<file path="config.mk">
export PLATFORM = sky130hd
export DESIGN_NAME = rhs_spi_responder
export DESIGN_NICKNAME = d
export VERILOG_FILES = /design/src/rtl/rhs_spi_responder.sv
export SDC_FILE = /design/constraint.sdc
export NUM_CORES = 2
export LEC_CHECK = 0
export CAP_MARGIN = 10
export CORE_MARGIN = 3
export CORE_UTILIZATION = 40
export CTS_BUF_LIST = sky130_fd_sc_hd__clkbuf_4 sky130_fd_sc_hd__clkbuf_8
export DETAILED_ROUTE_END_ITERATION = 8
export GPL_ROUTABILITY_DRIVEN = 0
export SYNTH_ARGS = -nofsm -noshare
export SYNTH_HDL_FRONTEND = slang
export SYNTH_SLANG_ARGS = --single-unit
</file>
<file path="constraint.sdc">
create_clock -name aclk -period 3.7 [get_ports aclk]
set_input_delay 0.74 -clock aclk [delete_from_list [all_inputs] [get_ports aclk]]
set_output_delay 0.74 -clock aclk [all_outputs]
set_load 0.02 [all_outputs]
</file>
<file path="src/rtl/rhs_spi_responder.sv">
// RHS2116-style SPI responder: 32-bit command frames in, two-frame-pipelined results out on MISO.
// Optional RHS_SPI_STATS_EN adds frame_cnt/err_cnt commit and error counters.
module rhs_spi_responder #(
    parameter int unsigned SYNC_STAGES = 2,
    parameter int unsigned NUM_REGS    = 64,
    parameter logic [15:0] CHIP_ID     = 16'd32
) (
    input  logic        aclk,
    input  logic        aresetn,
    input  logic        CS_b,
    input  logic        SCLK,
    input  logic        MOSI,
    output logic        MISO,
    output logic        cmd_valid,
    output logic [31:0] cmd_word,
    output logic        reg_wr,
    output logic [7:0]  reg_wr_addr,
    output logic [15:0] reg_wr_data,
`ifdef RHS_SPI_STATS_EN
    output logic [15:0] frame_cnt,
    output logic [15:0] err_cnt,
`endif
    output logic        frame_err
);

    typedef enum logic [1:0] {StIdle, StShift, StCommit} state_e;

    state_e            state;
    logic [SYNC_STAGES-1:0] cs_sync, sclk_sync, mosi_sync;
    logic [1:0]        cs_hist, sclk_hist;
    logic              mosi_hist;
    logic [31:0]       shift_reg, out_sr;
    logic [5:0]        bit_cnt;
    logic [31:0]       pipe0, pipe1;
    logic [9:0]        conv_cnt;
    logic [15:0]       regs [NUM_REGS];
    logic [7:0]        addr;
    logic [15:0]       rdata, ac;
    logic [31:0]       result;
    logic              wr_hit;
    logic              cs_fall, cs_rise, sclk_rise, sclk_fall;

    assign cs_fall   = cs_hist[1] & ~cs_hist[0];
    assign cs_rise   = ~cs_hist[1] & cs_hist[0];
    assign sclk_rise = ~sclk_hist[1] & sclk_hist[0];
    assign sclk_fall = sclk_hist[1] & ~sclk_hist[0];

    assign addr   = shift_reg[23:16];
    assign ac     = {conv_cnt, shift_reg[21:16]};
    assign wr_hit = (shift_reg[31:30] == 2'b10) && (32'(addr) < NUM_REGS);

    always_comb begin
        rdata = 16'h0000;
        for (int i = 0; i < int'(NUM_REGS); i++) begin
            if (addr == i[7:0]) rdata = regs[i];
        end
        case (addr)
            8'd251:  rdata = 16'h0049;
            8'd252:  rdata = 16'h004E;
            8'd253:  rdata = 16'h0054;
            8'd255:  rdata = CHIP_ID;
            default: ;
        endcase
    end

    always_comb begin
        case (shift_reg[31:30])
            2'b00:   result = {ac, ~ac};
            2'b10:   result = {16'hFFFF, shift_reg[15:0]};
            2'b11:   result = {16'h0000, rdata};
            default: result = 32'h0080_0000;
        endcase
    end

    // Sync flops reset low so a CS_b already low at reset release never opens a frame.
    always_ff @(posedge aclk) begin
        if (!aresetn) begin
            cs_sync   <= '0;
            sclk_sync <= '0;
            mosi_sync <= '0;
            cs_hist   <= '0;
            sclk_hist <= '0;
            mosi_hist <= 1'b0;
        end else begin
            cs_sync   <= {cs_sync[SYNC_STAGES-2:0], CS_b};
            sclk_sync <= {sclk_sync[SYNC_STAGES-2:0], SCLK};
            mosi_sync <= {mosi_sync[SYNC_STAGES-2:0], MOSI};
            cs_hist   <= {cs_hist[0], cs_sync[SYNC_STAGES-1]};
            sclk_hist <= {sclk_hist[0], sclk_sync[SYNC_STAGES-1]};
            mosi_hist <= mosi_sync[SYNC_STAGES-1];
        end
    end

    always_ff @(posedge aclk) begin
        if (!aresetn) begin
            state       <= StIdle;
            MISO        <= 1'b0;
            cmd_valid   <= 1'b0;
            cmd_word    <= '0;
            reg_wr      <= 1'b0;
            reg_wr_addr <= '0;
            reg_wr_data <= '0;
            frame_err   <= 1'b0;
            shift_reg   <= '0;
            out_sr      <= '0;
            bit_cnt     <= '0;
            pipe0       <= '0;
            pipe1       <= '0;
            conv_cnt    <= '0;
            for (int i = 0; i < int'(NUM_REGS); i++) regs[i] <= '0;
`ifdef RHS_SPI_STATS_EN
            frame_cnt   <= '0;
            err_cnt     <= '0;
`endif
        end else begin
            cmd_valid <= 1'b0;
            reg_wr    <= 1'b0;
            frame_err <= 1'b0;
            unique case (state)
                StIdle: begin
                    MISO <= 1'b0;
                    if (cs_fall) begin
                        state   <= StShift;
                        MISO    <= pipe1[31];
                        out_sr  <= pipe1;
                        bit_cnt <= '0;
                    end
                end
                StShift: begin
                    // CS_b rise wins over any SCLK edge seen in the same cycle.
                    if (cs_rise) begin
                        state <= StCommit;
                        MISO  <= 1'b0;
                        if (bit_cnt == 6'd32) begin
                            cmd_valid <= 1'b1;
                            cmd_word  <= shift_reg;
                            pipe1     <= pipe0;
                            pipe0     <= result;
                            if (shift_reg[31:30] == 2'b00) conv_cnt <= conv_cnt + 10'd1;
                            if (wr_hit) begin
                                reg_wr      <= 1'b1;
                                reg_wr_addr <= addr;
                                reg_wr_data <= shift_reg[15:0];
                                for (int i = 0; i < int'(NUM_REGS); i++) begin
                                    if (addr == i[7:0]) regs[i] <= shift_reg[15:0];
                                end
                            end
`ifdef RHS_SPI_STATS_EN
                            frame_cnt <= frame_cnt + 16'd1;
`endif
                        end else begin
                            frame_err <= 1'b1;
`ifdef RHS_SPI_STATS_EN
                            err_cnt   <= err_cnt + 16'd1;
`endif
                        end
                    end else if (sclk_rise) begin
                        shift_reg <= {shift_reg[30:0], mosi_hist};
                        if (bit_cnt != 6'd33) bit_cnt <= bit_cnt + 6'd1;
                    end else if (sclk_fall && bit_cnt != 6'd0) begin
                        out_sr <= {out_sr[30:0], 1'b0};
                        MISO   <= out_sr[30];
                    end
                end
                StCommit: begin
                    state <= StIdle;
                    MISO  <= 1'b0;
                end
                default: state <= StIdle;
            endcase
        end
    end

endmodule
</file>
======== Word level (Yosys, flattened, before mapping) ========
Memory sizes are Yosys's and may differ from the RTL's.
Index checks and enable logic that the tools add are counted.
W data, S select, Z words.
word-level totals
  register bits after elaboration ......... 216
  RAM bits ................................ 1024
  input port bits ......................... 5
  output and inout bits ................... 60
  logic and storage cells ................. 798
  memories ................................ 1
memories
  name  words  bits a word  read ports  clocked after memory_dff  write ports  RTL line  RTL
  regs  64     16           64          0                         64           36        logic [15:0] regs [NUM_REGS];
operators by class
  $add $sub $neg .......................... 2
  $lt $le $gt $ge ......................... 1
  eq/ne operators ......................... 82
  muxes and demuxes ....................... 600
  bitwise logic cells ..................... 74
  reductions and logical operators ........ 18
operators by type and width
  cell                     number
  $mux W16                 128
  $mux W1                  456
  $eq A8 B6 Y1 const B     32
  $eq A8 B5 Y1 const B     16
  $mux W31                 4
  $pmux W32 S3             1
  $eq A8 B4 Y1 const B     8
  $or A1 B1 Y1             64
  $pmux W16 S4             1
  $pmux W31 S2             1
  $eq A8 B3 Y1 const B     4
  $eq A8 B8 Y1 const B     4
  $mux W6                  4
  $eq A8 B2 Y1 const B     2
  $not A16 Y16             1
  $ne A2 B2 Y1 const B     7
  $pmux W6 S2              1
  $reduce_and A3 Y1        4
  $reduce_and A4 Y1        3
  $add A10 B1 Y10 const B  1
  $reduce_and A5 Y1        2
  $eq A8 B1 Y1 const B     1
  $logic_not A8 Y1         1
  $lt A8 B7 Y1 const B     1
  other kinds (17)         30

======== Depth between registers and ports, before layout ========
  word-level depth ........................ 67
  gate-level depth with buffers ........... 13
  gate-level depth less buffers ........... 9

======== Worst setup path after synthesis ========
OpenSTA, ideal clock, no wires.
  kind .................................... reg-to-reg
  start point ............................. register shift_reg[18]
  end point ............................... memory regs[57][0], in the netlist regs[1][400], enable pin
  setup time .............................. 0.411 ns
  arrival time ............................ 2.716 ns
  data required time ...................... 3.289 ns
  setup slack ............................. 0.573 ns
  cell stages (with the launch flop) ...... 9
  path buffers ............................ 5
  clock period less this slack ............ 3.127 ns
  path through ............................ dfxtp_1 buf_6 buf_6 and4bb_1 buf_2 buf_2 buf_2 nand2_1 o21ai_0
RTL lines
  what                    RTL line  RTL
  start, declared         32        logic [31:0] shift_reg, out_sr;
  start signal, assigned  158       shift_reg <= {shift_reg[30:0], mosi_hist};
  end, declared           36

======== Final worst setup path ========
  start point ............................. register shift_reg[18]
  end point ............................... register pipe0[5]
on the way
  cells in the longest elaborated chain, start to end .. 67
  elaborated cells on any way between the ends .. 134
  those cells by class .................... 67 x eq/ne; 66 x mux; 1 x reduce/logical
ends and longest elaborated chain
  what                    RTL line  RTL
  $logic_not A8 Y1        55        if (addr == i[7:0]) rdata = regs[i];
  $mux W16 (64 in a row)  55
  $pmux W16 S4 *          57        case (addr)
  $pmux W32 S3 *          67        case (shift_reg[31:30])
  end signal, assigned    138       pipe0 <= result;
  end, declared           34        logic [31:0] pipe0, pipe1;
Mark *: on every way between the ends. The rest lies on a longest branch, timed or not.
A chain may end at the register's enable or synchronous reset.

==> results.md <==
* Initial DRC Count at 6,835
* Max Freq at 0.263 GHz
* Post-synth top cells: edfxtp_1, nor2_1, nand2_1
* Register area share after synthesis at 67.8%
* CTS root buffer: clkbuf_8
* Cell Area, Synth at 51,700 µm²
* Final Hold Fails at 0
* Leakage power at 20.0 nW
* Placed cells at 6,163
* Post-route ant nets at 0
* Cells after synthesis at 4,313
* # nets final at 4,650
* Clk slew on worst S/H paths at 0.07 ns
* Clock buffer depth at 3
* Largest Register: regs
* CTS tree: yes
* Final core utilization at 47.4%
* Cell row count at 131
* Rel. slew slack at 1.45%
* Worst-Margin Slew at 1.46 ns
* Drt pass-1 iters at 8
* H-tree depth at 4
* Distinct cell type count after synthesis at 98
* Vias in the first global route at 38,400
* Required time worst endpoint at 4.49 ns
* Syn_area_per_cell at 12.0 µm²
* Max Transition Viols Final at 0
* Largest net degree at the start of global routing at 110
* CP Max Fanout at 24
* Max VDD drop at 0.000309 V
* MaxCap Viol Count at 1
* EDFF count, synth at 1,024
* Hold slack final at 0.142 ns
* Cts bufs inserted at 196
* Area delta synth->final at 17.2%
* Crit path time final at 3.80 ns
* HP Class: in2reg
* PwrDens at 468 nW/µm²
* Outcome: complete, but fails checks
* DP HPWL at 132 mm
* Final critical-path setup slack at -0.0954 ns
* CP Class: reg2reg
* Core area at 128,000 µm²
* Drt drc at 0
* Synth Net Count at 4,326
* Via count at 40,800
* Final worst-path cycle share at 103%
* Prevailing post-synth register cell: edfxtp_1
* Max reg flops at 1,024
* DRT Wirelength at 201 mm
* Most common cell in the netlist: edfxtp_1
* Synth top area share at 59.4%
* First-pass GRT wire length at 282 mm
* Clock Sinks at 1,240
* Num ports at 65
* Synth async-reset ratio at 0%
* Synth warn at 0
* GRT Total Usage at 29.6%
* Ranking of synthesized cells by area: edfxtp_1, dfxtp_1, nor2_1
* Setup violators final at 8
* Post-Layout Cell Count at 6,530
* Finished Cell Area at 60,600 µm²
* Synth area leader: edfxtp_1
* Die area at 134,000 µm²
* Crit path DAT at 4.59 ns
* Worst skew pair latency at 0.95 ns
* Die width at 366 µm
* Height of the die at 366 µm
* Critical path startpoint category: flop
* Crit path capture type: flop
* Initial core utilization at 40.4%
* Clk_skew at 0.0654 ns
* Port buffer count at 64
* RSZ-0062 raised after global routing: false
* Violated checks: max-capacitance violations, negative setup slack
* Placed instance area at 56,600 µm²
* Synthesized flop and latch total at 1,240
* Grt total ovfl at 0
* Total power at 28.4 mW
* Via/cell ratio at 6.25
* Layout cells sized above 1 at 17.7%
* Wire per inst at 30.8 µm
* Initial antenna violation count at 12
worst max-delay path, stage by stage, from the launching register on:
cell      delay, ns
dfxtp_4        0.60
buf_4          0.23
and4bb_2       0.38
buf_12         0.23
a22oi_1        0.24
nand2_1        0.09
a221oi_1       0.62
a31oi_1        0.29
o31ai_1        0.54
a31o_1         0.33
a21oi_1        0.09
metrics by stage:
stage / TNS [ns] / worst slack (ns)
global route: 0 / 0.00539
global placement: -1.01 / -0.484
finish: -0.421 / -0.0954
detailed placement: -0.540 / -0.260
floorplan: 0 / 0.573
CTS: 0 / 0.0202
layer usage:
layer  vias up  share of wire (%)  track usage, %
met1     20000                 37            38.9
met3       686                 14            9.20
met5         -              0.087           0.690
met2      3320                 43            43.2
li1      16800                  -               -
met4         8                6.4            16.8
cell type report:
class                           count  area [µm²]
Clock buffer                      275        3370
Timing Repair Buffer              477        4130
Clock inverter                     78         542
Multi-Input combinational cell   2690       15200
Tap cell                         1729        2160
Antenna cell                        9        22.5
Inverter                           32         125
Fill cell                       11500       67400
Sequential cell                  1240       35100
layout by cell type, fill, tap and decap left out, types with 24 or more instances in the layout:
cell type        count
o21ai_1             39
o22ai_1             44
mux2i_1             63
o211ai_1            32
nand2_1            449
clkdlybuf4s50_1     63
nor3_1              58
nor2_1             761
a21oi_1            293
buf_4              381
a221oi_1            64
nand3_1             52
clkinv_2            24
dfxtp_1            212
buf_12              31
a211oi_1            51
clkbuf_4            67
inv_1               30
a22o_1              40
clkbuf_8           208
edfxtp_1          1024
clkinv_1            35
o21ai_0            131
a22oi_1            127
power breakdown:
part | total, mW | leakage, nW | switching [mW] | internal, mW
combinational | 0.761 | 6.02 | 0.544 | 0.218
sequential | 15.8 | 11.9 | 0.209 | 15.6
clock | 11.9 | 2.08 | 5.63 | 6.23
path summary, 6_finish.rpt:
check / from / endpoint / slack [ns] / depth (start not counted)
max: shift_reg[18] / pipe0[5] / -0.1 / 10
min: aresetn / frame_err / 0.14 / 3
max reg2reg: shift_reg[18] / pipe0[5] / -0.1 / 10
min reg2reg: mosi_hist / shift_reg[0] / 0.44 / 2
logic make-up (layout without fill, tap and decap cells):
family | count (synthesis) | in the layout | share of synthesized area [%]
adders and majority gates | 8 | 8 | 0.194
and+or+nand+nor | 1538 | 1538 | 13.0
DFF | 1240 | 1240 | 67.8
muxes | 95 | 95 | 2.13
other | 0 | 9 | 0
xor gates and xnor gates | 9 | 9 | 0.152
AOI/OAI and AO/OA | 1040 | 1040 | 13.4
buffers and inverters | 383 | 862 | 3.33
what timing repair did:
item,CTS,global route
buffers inserted,0,5
setup endpoints to repair,3,6
gates resized for setup,3,8
gates cloned,0,0
hold buffers,0,0
hold endpoints to repair,0,0
No activity file was read; power rests on OpenSTA's default activity.
